<file path="src/rtl/ram8_arbiter_pkg.sv">
// ram8_arbiter_pkg
// Shared definitions for the two-port register-bank arbiter and for later
// multi-port memory controllers built on the same scheme.
//   state_t : sequencer states (ST_IDLE, ST_ACCESS)
//   PORT0/1 : port identifiers used for the latched selection and the pointer
package ram8_arbiter_pkg;

    typedef enum logic {
        ST_IDLE   = 1'b0,
        ST_ACCESS = 1'b1
    } state_t;

    localparam logic PORT0 = 1'b0;
    localparam logic PORT1 = 1'b1;

endpackage

</file>
<file path="src/rtl/ram8_arbiter_ram8.sv">
// ram8_arbiter_ram8
// Register bank of 2^DEPTH_LOG2 words, one register cell per word, with a
// one-hot load decode and a combinational read mux. Contents have no reset.
// Ports:
//   clk    : clock, writes commit on the rising edge
//   load   : write enable for the word at addr
//   addr   : word address, shared by write and read
//   wdata  : write data
//   rdata  : combinational read of the word at addr
module ram8_arbiter_ram8 #(
    parameter int WIDTH      = 16,
    parameter int DEPTH_LOG2 = 3
) (
    input  logic                  clk,
    input  logic                  load,
    input  logic [DEPTH_LOG2-1:0] addr,
    input  logic [WIDTH-1:0]      wdata,
    output logic [WIDTH-1:0]      rdata
);

    localparam int DEPTH = 1 << DEPTH_LOG2;

    logic [DEPTH-1:0]            load_oh;
    logic [DEPTH-1:0][WIDTH-1:0] words;

    always_comb begin
        load_oh       = '0;
        load_oh[addr] = load;
    end

    for (genvar i = 0; i < DEPTH; i++) begin : g_word
        logic [WIDTH-1:0] q;

        always_ff @(posedge clk) begin
            if (load_oh[i]) begin
                q <= wdata;
            end
        end

        assign words[i] = q;
    end

    assign rdata = words[addr];

endmodule

</file>
<file path="src/rtl/ram8_arbiter.sv">
// ram8_arbiter
// Two-port round-robin arbiter and access sequencer for an internal
// eight-word register bank. Each accepted request occupies one ACCESS cycle;
// reads return data one cycle after the grant.
// Ports:
//   clk, reset         : clock and synchronous active-high reset
//   req0/1             : access request, held until the matching gnt
//   we0/1              : 1 = write, 0 = read
//   addr0/1, wdata0/1  : word address and write data for each port
//   gnt0/1             : one-cycle pulse during the access cycle
//   rvalid0/1          : one-cycle pulse, rdata holds that port's read result
//   rdata              : shared read data
//   busy               : high during the access cycle
module ram8_arbiter
    import ram8_arbiter_pkg::*;
#(
    parameter int WIDTH      = 16,
    parameter int DEPTH_LOG2 = 3
) (
    input  logic                  clk,
    input  logic                  reset,
    input  logic                  req0,
    input  logic                  req1,
    input  logic                  we0,
    input  logic                  we1,
    input  logic [DEPTH_LOG2-1:0] addr0,
    input  logic [DEPTH_LOG2-1:0] addr1,
    input  logic [WIDTH-1:0]      wdata0,
    input  logic [WIDTH-1:0]      wdata1,
    output logic                  gnt0,
    output logic                  gnt1,
    output logic                  rvalid0,
    output logic                  rvalid1,
    output logic [WIDTH-1:0]      rdata,
    output logic                  busy
);

    state_t                state, state_nx;
    logic                  ptr;
    logic                  sel, sel_nx;
    logic                  take;
    logic                  lat_we;
    logic [DEPTH_LOG2-1:0] lat_addr;
    logic [WIDTH-1:0]      lat_wdata;
    logic                  bank_load;
    logic [WIDTH-1:0]      bank_rdata;

    always_ff @(posedge clk) begin
        if (reset) begin
            state   <= ST_IDLE;
            ptr     <= PORT0;
            rvalid0 <= 1'b0;
            rvalid1 <= 1'b0;
            rdata   <= '0;
        end else begin
            state   <= state_nx;
            rvalid0 <= 1'b0;
            rvalid1 <= 1'b0;
            if (state == ST_ACCESS) begin
                ptr <= ~sel;
                if (!lat_we) begin
                    rdata <= bank_rdata;
                    if (sel == PORT1) begin
                        rvalid1 <= 1'b1;
                    end else begin
                        rvalid0 <= 1'b1;
                    end
                end
            end
        end
    end

    // Request latches only need to be valid during ACCESS, so they carry no reset.
    always_ff @(posedge clk) begin
        if (!reset && take) begin
            sel       <= sel_nx;
            lat_we    <= (sel_nx == PORT1) ? we1    : we0;
            lat_addr  <= (sel_nx == PORT1) ? addr1  : addr0;
            lat_wdata <= (sel_nx == PORT1) ? wdata1 : wdata0;
        end
    end

    always_comb begin
        state_nx = state;
        take     = 1'b0;
        sel_nx   = PORT0;
        gnt0     = 1'b0;
        gnt1     = 1'b0;
        busy     = 1'b0;
        case (state)
            ST_IDLE: begin
                if (req0 || req1) begin
                    take     = 1'b1;
                    state_nx = ST_ACCESS;
                    // Contention goes to the pointer, otherwise to the sole requester.
                    sel_nx   = (req0 && req1) ? ptr : req1;
                end
            end
            ST_ACCESS: begin
                busy     = 1'b1;
                gnt0     = (sel == PORT0);
                gnt1     = (sel == PORT1);
                state_nx = ST_IDLE;
            end
            default: state_nx = ST_IDLE;
        endcase
    end

    // A reset landing in the access cycle must abort the write.
    assign bank_load = (state == ST_ACCESS) && lat_we && !reset;

    ram8_arbiter_ram8 #(
        .WIDTH      (WIDTH),
        .DEPTH_LOG2 (DEPTH_LOG2)
    ) u_ram8 (
        .clk   (clk),
        .load  (bank_load),
        .addr  (lat_addr),
        .wdata (lat_wdata),
        .rdata (bank_rdata)
    );

endmodule

</file>
<file path="config.mk">
export PLATFORM = sky130hd
export DESIGN_NAME = ram8_arbiter
export DESIGN_NICKNAME = d
export VERILOG_FILES = /design/src/rtl/ram8_arbiter_pkg.sv /design/src/rtl/ram8_arbiter_ram8.sv /design/src/rtl/ram8_arbiter.sv
export SDC_FILE = /design/constraint.sdc
export NUM_CORES = 1
export LEC_CHECK = 0
export BUFFER_PORTS_ARGS = -buffer_cell sky130_fd_sc_hd__buf_2
export CORE_UTILIZATION = 30
export CTS_BUF_LIST = sky130_fd_sc_hd__clkbuf_8
export DETAILED_ROUTE_END_ITERATION = 8
export PLACE_DENSITY = 0.51
export SYNTH_ARGS = -nofsm -noshare
export SYNTH_HDL_FRONTEND = slang
export SYNTH_SLANG_ARGS = --single-unit
</file>
<file path="constraint.sdc">
create_clock -name clk -period 2.6 [get_ports clk]
set_input_delay 0 -clock clk [delete_from_list [all_inputs] [get_ports clk]]
set_output_delay 0 -clock clk [all_outputs]
set_load 0.1 [all_outputs]
</file>
Word-level counts from Yosys, hierarchy flattened
Index checks and enable logic that the tools add are counted.
{"block": "totals", "register_bits": 169, "latchBits": 0, "ram_bits": 0, "rom_bits": 0, "input_bits": 44, "output_inout_bits": 21, "wordCells": 50, "n_memories": 0}
{"block": "op_classes", "add_sub_neg": 0, "n_mul": 0, "div": 0, "order_cmp": 2, "eq_ne": 0, "shift": 0, "mux": 18, "n_bitwise": 4, "reduce_logical": 9}
{"operator": "$bmux W16 S3", "n": 1}
{"operator": "$mux W16", "n": 2}
{"operator": "$mux W1", "n": 12}
{"operator": "$and A8 B8 Y8", "n": 1}
{"operator": "$logic_and A1 B1 Y1", "n": 5}
{"operator": "$lt A3 B4 Y1 const B", "n": 1}
{"operator": "$demux W1 S3", "n": 1}
{"operator": "$ge A3 B1 Y1 const B", "n": 1}
{"operator": "$mux W3", "n": 1}
{"operator": "$not A1 Y1", "n": 3}
{"operator": "$reduce_or A3 Y1", "n": 1}
{"operator": "$pmux W1 S2", "n": 1}
{"operator": "$reduce_and A2 Y1", "n": 1}
{"operator": "$logic_not A1 Y1", "n": 1}
{"operator": "$logic_or A1 B1 Y1", "n": 1}

Logic depth before layout (Yosys ltp)
Gate-level depths: netlist of the first run.
{"block": "logic_depth", "ltp_word": 5, "mapped_depth": 6, "depth_no_buf": 3}

Cells and area by module
Synthesis of the first run repeated with hierarchy kept, for this count alone.
{"block": "hier_totals", "cells_unflattened": 332, "hier_area_um2": 6696.4}
{"module": "ram8_arbiter_ram8", "instances": 1, "cells_each": 199, "area_per_inst_um2": 4993.5, "seq_area_each_um2": 3843.7}
{"module": "ram8_arbiter", "instances": 1, "cells_each": 133, "area_per_inst_um2": 1702.9, "seq_area_each_um2": 1031.0}

Least setup slack after synthesis of the first run
No wires, ideal clock.
{"block": "synth_path", "path_type": "register to register", "start": "reg state", "end": "reg lat_addr[0] (enable)", "setup_time_ps": 425, "arrival_ps": 2480, "t_required_ps": 2175, "path_slack_ps": -306, "path_stages_with_launch": 3, "n_path_buf": 1, "period_less_slack_ps": 2906, "cell_sequence": "dfxtp_1 -> buf_2 -> nor3_1"}
{"block": "synth_via", "elab_chain_cells": 2}
{"element": "start: declaration", "line": "ram8_arbiter.sv:38", "source": "state_t state, state_nx;"}
{"element": "start signal: assignment", "line": "ram8_arbiter.sv:56", "source": "state <= state_nx;"}
{"element": "$mux W1", "line": "ram8_arbiter.sv:90", "source": "case (state)"}
{"element": "$logic_and A1 B1 Y1", "line": "ram8_arbiter.sv:75", "source": "if (!reset && take) begin"}
{"element": "end signal: assignment", "line": "ram8_arbiter.sv:78", "source": "lat_addr <= (sel_nx == PORT1) ? addr1 : addr0;"}
{"element": "end: declaration", "line": "ram8_arbiter.sv:43", "source": "logic [DEPTH_LOG2-1:0] lat_addr;"}
Every way passes these cells.
A chain may end at the register's enable or synchronous reset.

Worst setup path in the final report of the first run
{"block": "layout_path", "start": "reg state", "end": "reg lat_wdata[8], data pin"}
{"block": "layout_via", "elab_chain_cells": 2}
{"element": "$mux W1", "line": "ram8_arbiter.sv:90"}
{"element": "$mux W16", "line": "ram8_arbiter.sv:79", "source": "lat_wdata <= (sel_nx == PORT1) ? wdata1 : wdata0;"}
{"element": "end signal: assignment", "line": "ram8_arbiter.sv:79"}
{"element": "end: declaration", "line": "ram8_arbiter.sv:44", "source": "logic [WIDTH-1:0] lat_wdata;"}
Every way passes these cells.

==> results by group, run 1 <==
Outcome
  • Status: completed

Pwr
  • Worst vdd ir: 317 uV
  • Pwr dens: 690 nW/um2
  • Sequential Power Share: 55.1%
  • Switch share: 23.4%
  • Comb pwr share: 9.5%
  • Int Power: 4.27 mW
  • Sw power: 1.31 mW
  • Clk network pwr share: 35.4%
  • Power, Total: 5.58 mW
  • Leak pwr: 2.92 nW

Route
  • WL/cell: 18.1 um
  • Drt via density: 4.57
  • DR iter-0 viols: 237
  • Final WL: 14600 um
  • Drc violations: 0
  • Via count: 3685
  • First drt pass iteration count: 4
  • Antenna-violating nets left: 0

Clocking
  • CTS tree: yes
  • H-Tree Depth: 4
  • CTS root buf: clkbuf_8
  • Clock Tree Buf Depth: 2
  • Clk_lat worst skew: 0.45 ns
  • Post-CTS setup repair buffer count: 0
  • CTS Sinks: 169
  • Post-CTS Resized: 0
  • CTS buffer count: 17
  • Clock transition at path regs: 0.09 ns

Floorplan
  • Starting Density: 30.9%
  • I/O pin count: 65
  • Die Wd: 150 um
  • FP Rows: 53
  • Die height: 150 um
  • Total core area: 21200 um2
  • Die area: 22400 um2

Cells and area
  • Sequential cell area: 4870 um2
  • Ant diodes: 0
  • Share of cells above drive strength 1: 25.0%
  • Fin cells: 807
  • FILL cells: 2009
  • Nets: 563
  • Multi-input logic area: 1490 um2
  • Design area: 8080 um2
  • Synth-to-Final Area Change: 23.3%

Synth
  • Synth area leader: edfxtp_1
  • Top post-synthesis cells by area: edfxtp_1 68%, mux2i_1 9.8%, dfxtp_1 6.1%, mux2_2 3.4%, o31a_1 2.1%
  • Number of distinct library cells after synthesis: 25
  • Post-Syn Area: 6550 um2
  • Avg Inst Size Synth: 16.4 um2
  • Top-area cell type share of the netlist area: 68.3%
  • Synth Register Bits: 169
  • EDFF count, synth: 149
  • Ys Warns: 0
  • Post-synth top cells: 149 x edfxtp_1, 64 x mux2i_1, 26 x nor2_1, 20 x dfxtp_1, 20 x mux2_2
  • Ys flop type: edfxtp_1
  • Syn nets: 443
  • Synthesized instance count: 399
  • Sequential-to-total area share from yosys stat: 74.4%
  • Most frequent cell after synthesis: edfxtp_1
  • Ys async rst share: 0%

Flow run
  • Max_cap viols: 0

Critical path
  • Required time worst endpoint: 2.81 ns
  • Critical Path Source Type: flip-flop
  • Kind of critical path: flip-flop to flip-flop
  • CP top delay family: buffers and inverters
  • Crit path DAT: 2.65 ns
  • Critical path peak fanout: 15
  • CP bufs+invs: 2
  • Slowest stage delay, CP: 0.56 ns
  • Critical-path cell list: nand3b_1, buf_4, mux2_2, dlygate4sd3_1
  • CP max stage cell: dlygate4sd3_1
  • CP Capture Type: flip-flop

Placed design
  • Placed cell count: 733
  • Post-DP HPWL: 9120 um
  • Placed Area: 7240 um2
  • Number of buffers added on ports: 64
  • Dpl ws: 0.695 ns
  • RePlAce Congestion: 0.705

STA
  • Setup TNS: 0 ns
  • Max Clock Freq: 409 MHz
  • Slew headroom: 42.8%
  • Final setup margin: 0.154 ns
  • Final setup fails: 0
  • Clk_skew: 0.00953 ns
  • Least-Margin Pin Slew: 0.857 ns
  • Final Max Slew Viols: 0
  • Final hold violations: 0
  • Crit path time final: 2.45 ns
  • Period utilization: 94.1%
  • RSZ-0062 raised after global routing: false

Global routing
  • Largest net degree at the start of global routing: 49
  • Remaining Overflow, GRT: 0
  • Vias in the first global route: 3828
  • Initial antenna violation count: 0
  • First-pass GRT wire length: 22300 um
  • Total Routing Usage GR: 14.0%

Worst hold path
  • Hold WC Path Type: input port to flip-flop
[registers in the layout, indices dropped and copies added (netlist names)]
name and count:
lat_wdata 16, lat_we 1, rvalid0 1, rvalid1 1, u_ram8.g_word.q 128, state 1
lat_addr 3, sel 1, rdata 16, ptr 1
[stage by stage]
step / hold slack (ns) / util (%)
2_1_floorplan: 0.0757 / -
3_3_place_gp: 0.302 / 34.1
3_5_place_dp: 0.306 / 34.1
4_1_cts: 0.104 / 38.1
5_1_grt: 0.152 / 38.1
6_report: 0.148 / 38.1
[layout make-up]
class                           count  area share (%)
Timing Repair Buffer              123            10.9
Clock buffer                       18            3.06
Sequential cell                   169            60.3
Tap cell                          275            4.26
Inverter                           17           0.789
Multi-Input combinational cell    191            18.5
Clock inverter                     14            2.23
[worst paths after layout]
kind | slack [ns] | cells past startpoint | from | end
max | 0.15 | 4 | state | lat_wdata[8]
min | 0.15 | 2 | reset | ptr
max reg2reg | 0.15 | 4 | state | lat_wdata[8]
min reg2reg | 0.50 | 2 | ptr | ptr
[metal layers]
layer,global-route usage (%),vias up,wire length [um]
met2,22.2,71,7030
met5,0,-,0
li1,-,1755,-
met1,18.6,1843,6920
met3,3.35,16,434
met4,4.85,0,210
[timing repair]
item,in CTS,in global routing
endpoints found under the setup margin,0,0
endpoints found under the hold margin,21,0
hold buffers,42,0
[kinds of logic (layout without fill, tap and decap cells)]
logic type / count (synthesis) / after routing / share of synthesized area (%)
DFF: 169 / 169 / 74.4
AOI/OAI and AO/OA: 64 / 64 / 6.11
and+or+nand+nor: 43 / 43 / 3.25
muxes: 84 / 84 / 13.2
buffers and inverters: 39 / 172 / 3.05
[worst register-to-register path: stages, from the launching register on]
cell	delay (ns)
dfxtp_1	0.52
nand3b_1	0.41
buf_4	0.34
mux2_2	0.37
dlygate4sd3_1	0.56
[power by group through the flow]
stage                     Clock, mW  Sequential [mW]  Combinational (mW)
final                          1.97             3.08               0.530
after global routing           2.13             3.09               0.565
after CTS                      2.03             3.08               0.535
after detailed placement          0             3.14               0.472
after global placement            0             3.14               0.466
after floorplan                   0             3.24               0.225
[placed cells by master (no fill, tap or decap)]
cell	synthesis	final
a21oi_1	16	16
clkinv_1	0	2
nand4b_1	1	1
nand3b_1	1	1
nor2b_2	0	1
bufinv_16	0	4
clkbuf_8	0	18
nor2b_1	2	1
edfxtp_1	149	149
nor3_4	0	1
o21ai_0	16	16
or2_2	1	1
clkinv_2	0	2
nor2_1	26	26
clkinv_4	0	1
nor3_1	3	2
inv_1	17	18
clkinvlp_4	0	4
o22ai_1	16	16
nor4b_1	1	1
o31a_1	16	16
dfxtp_1	20	20
buf_2	10	64
dlygate4sd3_1	0	42
nand4bb_1	1	1
nand2b_1	4	4
nor4bb_1	1	1
buf_12	0	1
mux2_2	20	20
and2_1	1	1
mux2i_1	64	64
nand2_1	1	1
buf_4	1	16
Power figures use the tool's default switching activity.
==> run 2, diff against run 1 <==
Settings changed: CORE_ASPECT_RATIO from default to 1.5, CTS_CLUSTER_SIZE from default to 10.
==> run 2 against run 1 <==
Worst hold slack better by 0.0045 ns; cell count up 0.62%; wire length down 4.6%; combinational power about the same; first-iteration DRC count down 38%; setup slack better by 0.25 ns; critical endpoint is now lat_wdata[7].
==> results by group, run 2 (same netlist as run 1, synthesis figures left out) <==
Outcome
  • Status: completed (unchanged)

Placed design
  • Post-DP HPWL: 9100 um (was 9120 um)
  • Number of buffers added on ports: 64 (unchanged)
  • Placed cell count: 738 (was 733)
  • Placed Area: 7320 um2 (was 7240 um2)
  • RePlAce Congestion: 0.722 (was 0.705)

Clocking
  • Clk_lat worst skew: 0.45 ns (about the same)
  • Clock Tree Buf Depth: 2 (unchanged)
  • Post-CTS Resized: 0 (unchanged)
  • CTS tree: yes (unchanged)
  • Hold buffers post-CTS: 42 (unchanged)
  • Post-CTS setup repair buffer count: 0 (unchanged)
  • CTS buffer count: 17 (unchanged)
  • CTS Sinks: 169 (unchanged)
  • CTS root buf: clkbuf_8 (unchanged)
  • H-Tree Depth: 4 (unchanged)
  • Clock transition at path regs: 0.09 ns (about the same)

Route
  • Drc violations: 0 (unchanged)
  • Antenna-violating nets left: 0 (unchanged)
  • First drt pass iteration count: 4 (unchanged)
  • Drt via density: 4.60 (was 4.57)
  • Final WL: 13900 um (was 14600 um)
  • DR iter-0 viols: 147 (was 237)
  • WL/cell: 17.1 um (was 18.1 um)
  • Via count: 3736 (was 3685)

STA
  • RSZ-0062 raised after global routing: false (unchanged)
  • Crit path time final: 2.20 ns (was 2.45 ns)
  • Final setup fails: 0 (unchanged)
  • Clk_skew: 0.0205 ns (was 0.00953 ns)
  • Final hold violations: 0 (unchanged)
  • Slew headroom: 42.9% (was 42.8%)
  • Setup TNS: 0 ns (unchanged)
  • Final Max Slew Viols: 0 (unchanged)
  • Period utilization: 84.6% (was 94.1%)
  • Max Clock Freq: 455 MHz (was 409 MHz)
  • Least-Margin Pin Slew: 0.856 ns (was 0.857 ns)
  • Hold WS: 0.152 ns (was 0.148 ns)

Cells and area
  • Ant diodes: 0 (unchanged)
  • Top reg by flops: u_ram8.g_word.q (unchanged)
  • Commonest cells after routing, fill and taps aside: 149 x edfxtp_1, 64 x mux2i_1, 64 x buf_2, 42 x dlygate4sd3_1, 28 x buf_4 (was 149 x edfxtp_1, 64 x mux2i_1, 64 x buf_2, 42 x dlygate4sd3_1, 26 x nor2_1)
  • Synth-to-Final Area Change: 24.2% (was 23.3%)
  • Fin cells: 812 (was 807)
  • Design area: 8140 um2 (was 8080 um2)
  • Share of cells above drive strength 1: 26.8% (was 25.0%)
  • Max reg flops: 128 (unchanged)
  • Most common cell after layout, fill and taps aside: edfxtp_1 (unchanged)
  • Regs by FF count: u_ram8.g_word.q (128), lat_wdata (16), rdata (16) (unchanged)
  • Nets: 575 (was 563)

Pwr
  • Power, Total: 5.44 mW (was 5.58 mW)
  • Pwr dens: 669 nW/um2 (was 690 nW/um2)
  • Worst vdd ir: 386 uV (was 317 uV)
  • Leak pwr: 2.98 nW (was 2.92 nW)

Floorplan
  • Die Wd: 123 um (was 150 um)
  • I/O pin count: 65 (unchanged)
  • Die height: 183 um (was 150 um)
  • Die area: 22500 um2 (was 22400 um2)
  • FP Rows: 65 (was 53)
  • Total core area: 21200 um2 (about the same)
  • Starting Density: 30.9% (about the same)

Worst hold path
  • Hold WC Path Type: input port to flip-flop (unchanged)
  • HP Start: reset (unchanged)

Critical path
  • Crit path DAT: 2.39 ns (was 2.65 ns)
  • CP Capture Type: flip-flop (unchanged)
  • CP Launch Point: state (unchanged)
  • Kind of critical path: flip-flop to flip-flop (unchanged)
  • Critical path peak fanout: 13 (was 15)
  • RR Startpoint: state (unchanged)
  • Critical Path Source Type: flip-flop (unchanged)
  • Required time worst endpoint: 2.79 ns (was 2.81 ns)

Flow run
  • Max_cap viols: 0 (unchanged)

Global routing
  • First-pass GRT wire length: 21500 um (was 22300 um)
  • Initial antenna violation count: 0 (unchanged)
  • Vias in the first global route: 3815 (was 3828)
  • Largest net degree at the start of global routing: 39 (was 49)
  • Total Routing Usage GR: 13.4% (was 14.0%)
  • Remaining Overflow, GRT: 0 (unchanged)
[run 2: stage by stage]
| stage | setup slack, ns | utilization (%) |
|---|---|---|
| 6_report | 0.400 | 38.3 |
| 3_3_place_gp | 0.709 | 34.5 |
| 2_1_floorplan | 0.0206 | - |
| 5_1_grt | 0.283 | 38.3 |
| 3_5_place_dp | 0.735 | 34.5 |
| 4_1_cts | 0.399 | 38.3 |
[run 2: layout make-up]
| type | count | area [um2] |
|---|---|---|
| Tap cell | 268 | 335 |
| Clock inverter | 15 | 166 |
| Inverter | 17 | 63.8 |
| Clock buffer | 17 | 234 |
| Sequential cell | 169 | 4870 |
| Fill cell | 1954 | 13100 |
| Multi-Input combinational cell | 191 | 1490 |
| Timing Repair Buffer | 135 | 971 |
[run 2: per-layer routing]
| layer | track usage [%] | vias to the layer above | routed length, um |
|---|---|---|---|
| met5 | 0 | - | 0 |
| met4 | 5.41 | 0 | 267 |
| met3 | 2.80 | 17 | 473 |
| met2 | 23.8 | 85 | 7540 |
| met1 | 15.4 | 1843 | 5640 |
| li1 | - | 1791 | - |
[run 2: report_power, final]
| group | internal, mW | total [mW] | switching [mW] |
|---|---|---|---|
| sequential | 3.01 | 3.07 | 0.0571 |
| combinational | 0.206 | 0.529 | 0.323 |
| clock | 0.875 | 1.84 | 0.967 |
[run 2: critical path: stages, from the launching register on]
cell and delay, ns:
dfxtp_1 0.59, nand3b_1 0.21, buf_4 0.22, mux2_2 0.36, dlygate4sd3_1 0.56
[run 2: final timing paths]
check,to,depth (start not counted),slack (ns)
max,lat_wdata[7],4,0.40
min,state,2,0.15
max reg2reg,lat_wdata[7],4,0.40
min reg2reg,ptr,2,0.51
